==> config.mk <==
export PLATFORM = sky130hd
export DESIGN_NAME = fetch_queue
export DESIGN_NICKNAME = d
export VERILOG_FILES = /design/src/rtl/fetch_pkg.sv /design/src/rtl/fetch_fifo.sv /design/src/rtl/fetch_queue.sv
export SDC_FILE = /design/constraint.sdc
export NUM_CORES = 1
export LEC_CHECK = 0
export CAP_MARGIN = 10
export CORE_ASPECT_RATIO = 0.75
export CORE_MARGIN = 2
export CORE_UTILIZATION = 30
export DETAILED_ROUTE_END_ITERATION = 8
export GPL_ROUTABILITY_DRIVEN = 0
export MAX_ROUTING_LAYER = met4
export PLACE_DENSITY = 0.6
export SYNTH_ARGS = -nofsm -noshare
export SYNTH_HDL_FRONTEND = slang
export SYNTH_HIERARCHICAL = 1
export SYNTH_SLANG_ARGS = --single-unit
==> constraint.sdc <==
create_clock -name clk -period 5.6 [get_ports clk]
set_clock_uncertainty 0.15 [all_clocks]
set_input_delay 0.84 -clock clk [delete_from_list [all_inputs] [get_ports clk]]
set_output_delay 0.84 -clock clk [all_outputs]
set_load 0.02 [all_outputs]
==> src/rtl/fetch_pkg.sv <==
// Shared defaults and the prefetch entry type for the decoupled fetch queue.
package fetch_pkg;

  localparam int unsigned DefAddrWidth  = 16;
  localparam int unsigned DefInstrWidth = 16;
  localparam int unsigned DefInstrBytes = 2;
  localparam int unsigned DefResetPc    = 0;

  typedef struct packed {
    logic [DefInstrWidth-1:0] instr;
    logic [DefAddrWidth-1:0]  pcPlus;
  } fq_entry_t;

  // True when addr is not a multiple of bytes (bytes must be a power of two).
  function automatic logic isMisaligned(input logic [63:0] addr, input int unsigned bytes);
    return (addr & (64'(bytes) - 64'd1)) != 64'd0;
  endfunction

endpackage

==> src/rtl/fetch_fifo.sv <==
// Synchronous prefetch FIFO with flush; power-of-two depth, pointers wrap naturally.
module fetch_fifo #(
  parameter int unsigned Depth = 4,
  parameter int unsigned Width = 32
) (
  input  logic                     clk_i,
  input  logic                     rst_ni,
  input  logic                     flush_i,
  input  logic                     push_i,
  input  logic [Width-1:0]         pushData_i,
  input  logic                     pop_i,
  output logic [Width-1:0]         popData_o,
  output logic [$clog2(Depth):0]   count_o,
  output logic                     full_o,
  output logic                     empty_o
);

  localparam int unsigned PtrW = $clog2(Depth);
  localparam int unsigned CntW = PtrW + 1;

  logic [Width-1:0] mem_q [Depth];
  logic [PtrW-1:0]  wrPtr_q, wrPtr_d;
  logic [PtrW-1:0]  rdPtr_q, rdPtr_d;
  logic [CntW-1:0]  count_q, count_d;
  logic             pushEff, popEff;

  assign full_o  = (count_q == CntW'(Depth));
  assign empty_o = (count_q == '0);
  assign count_o = count_q;

  // Popping frees a slot in the same cycle, so a full FIFO may still accept a push.
  assign popEff  = pop_i & ~empty_o;
  assign pushEff = push_i & (~full_o | popEff);

  assign popData_o = mem_q[rdPtr_q];

  always_comb begin
    wrPtr_d = wrPtr_q;
    rdPtr_d = rdPtr_q;
    count_d = count_q;
    if (flush_i) begin
      wrPtr_d = '0;
      rdPtr_d = '0;
      count_d = '0;
    end else begin
      if (pushEff) wrPtr_d = wrPtr_q + PtrW'(1);
      if (popEff)  rdPtr_d = rdPtr_q + PtrW'(1);
      count_d = count_q + CntW'(pushEff) - CntW'(popEff);
    end
  end

  always_ff @(posedge clk_i or negedge rst_ni) begin
    if (!rst_ni) begin
      wrPtr_q <= '0;
      rdPtr_q <= '0;
      count_q <= '0;
    end else begin
      wrPtr_q <= wrPtr_d;
      rdPtr_q <= rdPtr_d;
      count_q <= count_d;
    end
  end

  always_ff @(posedge clk_i) begin
    if (pushEff && !flush_i) mem_q[wrPtr_q] <= pushData_i;
  end

endmodule

==> src/rtl/fetch_queue.sv <==
// Decoupled fetch stage: one outstanding request to a variable-latency instruction
// memory, responses buffered in a prefetch FIFO consumed by decode with valid/stall.
module fetch_queue
  import fetch_pkg::*;
#(
  parameter int unsigned           ADDR_WIDTH  = DefAddrWidth,
  parameter int unsigned           INSTR_WIDTH = DefInstrWidth,
  parameter int unsigned           DEPTH       = 4,
  parameter int unsigned           INSTR_BYTES = DefInstrBytes,
  parameter logic [ADDR_WIDTH-1:0] RESET_PC    = ADDR_WIDTH'(DefResetPc)
) (
  input  logic                   clk,
  input  logic                   rst,
  input  logic                   halt,
  input  logic                   stall,
  input  logic                   jumpDTaken,
  input  logic [ADDR_WIDTH-1:0]  jumpDDest,
  input  logic                   jumpImm,
  input  logic [ADDR_WIDTH-1:0]  jumpImmDest,
  output logic                   memReq,
  output logic [ADDR_WIDTH-1:0]  memAddr,
  input  logic                   memDone,
  input  logic [INSTR_WIDTH-1:0] memData,
  output logic                   instValid,
  output logic [INSTR_WIDTH-1:0] currInstruct,
  output logic [ADDR_WIDTH-1:0]  plusTwoPC,
  output logic                   err
);

  localparam int unsigned           CntW   = $clog2(DEPTH) + 1;
  localparam logic [ADDR_WIDTH-1:0] PcStep = ADDR_WIDTH'(INSTR_BYTES);

  typedef struct packed {
    logic [INSTR_WIDTH-1:0] instr;
    logic [ADDR_WIDTH-1:0]  pcPlus;
  } entry_t;

  logic [ADDR_WIDTH-1:0] pc_q, pc_d;
  logic [ADDR_WIDTH-1:0] issueAddr_q, issueAddr_d;
  logic                  outstanding_q, outstanding_d;
  logic                  squash_q, squash_d;
  logic                  haltSeen_q, haltSeen_d;
  logic                  err_q, err_d;

  logic                  redirect;
  logic [ADDR_WIDTH-1:0] target;
  logic                  issue;
  logic                  doneValid;
  logic                  push;
  logic                  pop;
  entry_t                pushEntry;
  entry_t                headEntry;
  logic [CntW-1:0]       fifoCount;
  logic                  fifoFull;
  logic                  fifoEmpty;

  assign redirect  = jumpDTaken | jumpImm;
  assign target    = jumpDTaken ? jumpDDest : jumpImmDest;
  assign doneValid = memDone & outstanding_q;

  assign issue = ~haltSeen_q & ~halt & ~redirect & ~outstanding_q & (fifoCount < CntW'(DEPTH));

  // A response arriving alongside a redirect belongs to the old stream and is dropped.
  assign push = doneValid & ~squash_q & ~redirect & ~fifoFull;
  assign pop  = instValid & ~stall & ~redirect;

  assign pushEntry.instr  = memData;
  assign pushEntry.pcPlus = issueAddr_q + PcStep;

  // Reset gates only the output so rst never enters the flop data paths.
  assign memReq  = issue & rst;
  assign memAddr = pc_q;

  assign instValid    = ~fifoEmpty;
  assign currInstruct = instValid ? headEntry.instr : '0;
  assign plusTwoPC    = instValid ? headEntry.pcPlus : '0;
  assign err          = err_q;

  always_comb begin
    pc_d          = pc_q;
    issueAddr_d   = issueAddr_q;
    outstanding_d = outstanding_q;
    squash_d      = squash_q;
    haltSeen_d    = haltSeen_q | halt;
    err_d         = err_q;

    if (redirect) begin
      pc_d = target;
      if (isMisaligned(64'(target), INSTR_BYTES)) err_d = 1'b1;
      // Squash only a request still in flight; one completing now is consumed here.
      if (doneValid) begin
        outstanding_d = 1'b0;
        squash_d      = 1'b0;
      end else if (outstanding_q) begin
        squash_d = 1'b1;
      end
    end else begin
      if (doneValid) begin
        outstanding_d = 1'b0;
        squash_d      = 1'b0;
      end
      if (issue) begin
        pc_d          = pc_q + PcStep;
        issueAddr_d   = pc_q;
        outstanding_d = 1'b1;
      end
    end
  end

  always_ff @(posedge clk or negedge rst) begin
    if (!rst) begin
      pc_q          <= RESET_PC;
      issueAddr_q   <= '0;
      outstanding_q <= 1'b0;
      squash_q      <= 1'b0;
      haltSeen_q    <= 1'b0;
      err_q         <= 1'b0;
    end else begin
      pc_q          <= pc_d;
      issueAddr_q   <= issueAddr_d;
      outstanding_q <= outstanding_d;
      squash_q      <= squash_d;
      haltSeen_q    <= haltSeen_d;
      err_q         <= err_d;
    end
  end

  fetch_fifo #(
    .Depth (DEPTH),
    .Width ($bits(entry_t))
  ) u_fifo (
    .clk_i      (clk),
    .rst_ni     (rst),
    .flush_i    (redirect),
    .push_i     (push),
    .pushData_i (pushEntry),
    .pop_i      (pop),
    .popData_o  (headEntry),
    .count_o    (fifoCount),
    .full_o     (fifoFull),
    .empty_o    (fifoEmpty)
  );

endmodule

After elaboration in Yosys (flattened, before gate mapping)
Memories as Yosys holds them, arrays and structs flattened. Cells that the tools add are included.

Bits in registers: 43. RAM bits: 128. Output and inout bits: 51. Logic and storage cells: 72. Bits of input ports: 55. Memories kept: 1.

Memory list: u_fifo.mem_q (words 4, bits a word 32, rd ports 1, clocked after Yosys merged registers in 0, wr ports 1, RTL line fetch_fifo.sv:21) `logic [Width-1:0] mem_q [Depth];`.

Magnitude comparators: 1. Equality and inequality tests: 1. Add/sub/neg operators: 6. Bitwise logic cells: 24. Multiplexer cells: 19. Reduce and logical (&&, ||, !) cells: 11.

Operator list (number): $mux W16 (5); $add A16 B2 Y16 const B (2); $and A1 B1 Y1 (13); $reduce_bool A2 Y1 (5); $mux W1 (9); $mux W2 (4); $not A1 Y1 (8); $reduce_and A2 Y1 (3); $add A2 B1 Y2 const B (2); $add A3 B1 Y3 (1); $eq A3 B3 Y1 const B (1); $logic_not A3 Y1 (1); $lt A3 B3 Y1 const B (1); $mux W3 (1); $or A1 B1 Y1 (3); $sub A3 B1 Y3 (1); $logic_and A1 B1 Y1 (1); $logic_not A1 Y1 (1).

Logic depth before layout (Yosys ltp)
Depth after elaboration: 10. Depth in mapped cells: 13. Gate-level depth less buffers: 11.

Hierarchy
Netlist, hierarchy kept.

By module, submodules not included: fetch_fifo (instances 1, area an instance 5112.4 µm², sequential area each 4018.9 µm², cells each 213); fetch_queue (instances 1, area an instance 2329.7 µm², sequential area each 900.9 µm², cells each 245).

Least setup slack after synthesis
Ideal clock, no wire load.

Kind: input -> register. Start point: input jumpImm. End point: memory u_fifo.mem_q[0][0] (enable). Library setup time: 0.392 ns. Cell stages on the path: 8. Data required time: 5.058 ns. Setup slack: 1.942 ns. Arrival: 3.116 ns. Buffers on the path: 2. Cells stage by stage: clkbuf_1 nor2_1 buf_6 clkinv_1 nor3_1 nor4b_4 nor3b_1 and2_1.

Word-level cells in the longest chain between the ends: 9. Elaborated cells between the ends (all ways): 12. Classes of those cells: mux (2); bitwise (8); reduce/logical (2).

Ends and longest elaborated chain: from (decl) (RTL line fetch_queue.sv:18) `input logic jumpImm,`; $or A1 B1 Y1 (RTL line fetch_queue.sv:57) `assign redirect = jumpDTaken | jumpImm;`; via redirect (RTL line fetch_queue.sv:45) `logic redirect;`; $not A1 Y1 (no line); $and A1 B1 Y1 (RTL line fetch_queue.sv:65) `assign pop = instValid & ~stall & ~redirect;`; via pop (RTL line fetch_queue.sv:50) `logic pop;`; $and A1 B1 Y1 (RTL line fetch_fifo.sv:32) `assign popEff = pop_i & ~empty_o;`; $or A1 B1 Y1 (RTL line fetch_fifo.sv:33) `assign pushEff = push_i & (~full_o | popEff);`; $and A1 B1 Y1 (RTL line fetch_fifo.sv:33); $logic_and A1 B1 Y1 (RTL line fetch_fifo.sv:65) `if (pushEff && !flush_i) mem_q[wrPtr_q] <= pushData_i;`; $mux W1 (RTL line fetch_fifo.sv:65); $mux W1 (not written as such) (RTL line fetch_fifo.sv:65); to (decl) (RTL line fetch_fifo.sv:21).

The timed path passes the listed nets, and every way through them passes these cells.

==> impl_metrics.py <==
metrics = {
    "clock_tree": {
        "cts_resized": 0,
        "cts.reportedPaths.clkPinSlew_ns": 0.08,
        "clock_latency_ns": 0.43,
        "clockBufferDepth": 2,
        "hold_buffers": 0,
        "cts-root-buf": "clkbuf_16",
        "clkSinkCount": 171,
        "cts_made_buffers": 17,
        "htree_num_levels": 4,
        "cts_setup_buffers": 0,
        "cts_tree": "yes",
    },
    "cells_and_area": {
        "diodes": 0,
        "fin_nets": 636,
        "syn2layout_area_growth_pct": 27.0,
        "final_cells": 917,
        "drive_gt1_share_pct": 17.7,
        "fin_util_pct": 39.1,
    },
    "synth": {
        "syn_avg_cell_area_um2": 16.2,
        "synth_top_area_share_pct": 51.6,
        "async_reset_ff_share_pct": 25.1,
        "ys_ff_latch": 171,
        "ys_types": 52,
        "synth_common_cells": "edfxtp_1, dfrtp_1, nor2b_1",
        "ys_top_cells_by_area": "edfxtp_1, dfrtp_1, mux4_2",
        "synth_nets": 521,
        "netlist_area_mm2": 0.00744,
        "ys_seq_area_share_pct": 66.1,
        "yosysTopAreaCell": "edfxtp_1",
        "synth_edf_count": 128,
        "synthMostInstantiatedCell": "edfxtp_1",
        "yosys_warnings": 6,
        "synthCells": 458,
        "synth-main-ff-cell": "edfxtp_1",
    },
    "critical_path": {
        "critPathMaxFanout": 18,
        "critPathLaunch": "u_fifo/rdPtr_q[0]",
        "cp-start-kind": "flip-flop",
        "r2r_setup_slack_ns": 2.55,
        "critPathKind": "flip-flop to output pin",
        "cp.arrival_ns": 2.93,
        "rr_startpoint": "u_fifo/count_o[1]",
        "required_ns": 4.61,
        "worstSetupEndpointType": "output pin",
    },
    "pwr": {
        "leakage_nw": 3.26,
        "p_per_area_mw_per_mm2": 288,
        "vdd_ir_drop_max_uv": 202,
    },
    "worst_hold_path": {
        "hp-class": "input port to asynchronous set/reset pin",
    },
    "timing": {
        "tns_ns": 0,
        "fin_ws_ns": 1.68,
        "setup_viol": 0,
        "tightestPinTransition_ns": 0.703,
        "slew_violations": 0,
        "min_period_over_period_pct": 70.0,
        "fmaxAchievable_ghz": 0.255,
        "rsz0062_at_grt": "false",
        "post-route-min-period_ns": 3.92,
        "final_hold_viol_count": 0,
        "relSlewSlack_pct": 53.0,
    },
    "place": {
        "portBuffers": 105,
        "dp.cells": 885,
        "dp_slack_ns": 1.28,
        "dp_hpwl_um": 10100,
    },
    "global_routing": {
        "antenna_found_initial": 0,
        "gr-usage-all-layers_pct": 12.6,
        "gr-total-overflow": 0,
        "grt_max_degree": 45,
        "grt_pass1_vias": 4390,
        "grt_pass1_wl_um": 24200,
    },
    "route": {
        "drt-initial-drc-count": 270,
        "route.vias.total": 4211,
        "drt-met1-wl_um": 7550,
        "wire_per_inst_um": 16.7,
        "met2WireLength_um": 6560,
        "viasPerCell": 4.59,
        "drt-pass1-iter-count": 5,
        "drcViolationCount": 0,
        "top_layer": "met4",
        "routed-wl-met3_um": 1060,
        "totalWireLength_um": 15300,
        "ant_nets": 0,
    },
    "die": {
        "die_area_mm2": 0.0261,
        "std_cell_rows": 49,
        "start_util_pct": 30.8,
        "die_w_um": 186,
        "core_mm2": 0.0242,
        "ios": 106,
        "die_y_um": 140,
    },
    "run_status": {
        "status": "completed",
    },
    "run": {
        "max_cap_viol_count": 0,
    },
}
==> per-stage QoR <==
stage          total power [mW]  hold WS (ns)  instance area [um2]
2_1_floorplan              1.49         0.305                 7440
3_3_place_gp               1.58         0.324                 8850
3_5_place_dp               1.59         0.333                 8850
4_1_cts                    2.75         0.350                 9450
5_1_grt                    2.82         0.371                 9450
6_report                   2.73         0.333                 9450
==> worst paths after layout <==
kind	to	cells after the start
setup / recovery	plusTwoPC[13]	4
hold / removal	haltSeen_q	2
setup reg to reg	u_fifo/mem_q[0][20]	7
hold reg to reg	haltSeen_q	1
max in group asynchronous	u_fifo/rdPtr_q[0]	2
min in group clk	haltSeen_q	1
==> flip-flops by register name (all words and copies together), names as in the netlist <==
register,count
u_fifo/mem_q,128
issueAddr_q,16
memAddr,16
u_fifo/count_o,3
u_fifo/rdPtr_q,2
u_fifo/wrPtr_q,2
err,1
haltSeen_q,1
outstanding_q,1
squash_q,1
==> metal layers <==
layer,vias to the layer above,track usage [%]
li1,1993,-
met1,2055,17.7
met2,152,17.9
met3,11,3.41
met4,0,3.36
met5,-,-
==> placed cells by master, fill, tap and decap left out, types with 3 or more instances in the layout <==
| cell | count |
|---|---|
| nand3_1 | 11 |
| inv_6 | 5 |
| a21oi_1 | 13 |
| o21ai_0 | 6 |
| nand2b_1 | 3 |
| ha_1 | 7 |
| and3_1 | 5 |
| edfxtp_1 | 128 |
| a22oi_1 | 3 |
| nor2_1 | 13 |
| xnor2_1 | 12 |
| clkinv_8 | 3 |
| mux2_2 | 17 |
| nand4_1 | 9 |
| nor4_1 | 4 |
| nand2_1 | 16 |
| mux2i_1 | 5 |
| nor2b_1 | 37 |
| clkbuf_16 | 17 |
| dfrtp_1 | 42 |
| clkinv_4 | 3 |
| clkdlybuf4s50_1 | 104 |
| nor3_1 | 7 |
| o22ai_1 | 5 |
| and2_1 | 5 |
| xor2_1 | 13 |
| mux4_2 | 32 |
| a211oi_1 | 4 |
| buf_4 | 11 |
| a2bb2oi_1 | 3 |
| inv_1 | 9 |
==> cell families (layout without fill, tap and decap cells) <==
group	Yosys count	in the layout	share of synthesized area [%]
simple gates	124	124	9.89
xor+xnor	25	25	2.94
compound gates	45	45	4.10
fa+ha+maj	8	8	1.45
mux	55	55	13.1
flops	171	171	66.1
buf+inv	30	158	2.39
==> worst max-delay path: stages, from the launching register on <==
cell and delay (ns):
dfrtp_2 0.76, buf_4 0.46, mux4_2 0.55, nor2b_1 0.17, clkdlybuf4s50_1 0.56
==> cell type report <==
cell class	instances	area, um2
fill	2240	14700
sequential	171	4920
multi-input combinational	257	2350
timing repair buffer	116	1130
clock buffer	17	425
tap	331	414
clock inverter	15	175
inverter	10	37.5
==> power breakdown <==
group	leakage [nW]	switching, mW	internal, mW
Sequential	1.73	0.0300	1.38
Combinational	1.24	0.0735	0.0794
Clock	0.293	0.529	0.638
Total	3.26	0.632	2.09
(Power assumes the default switching activity.)
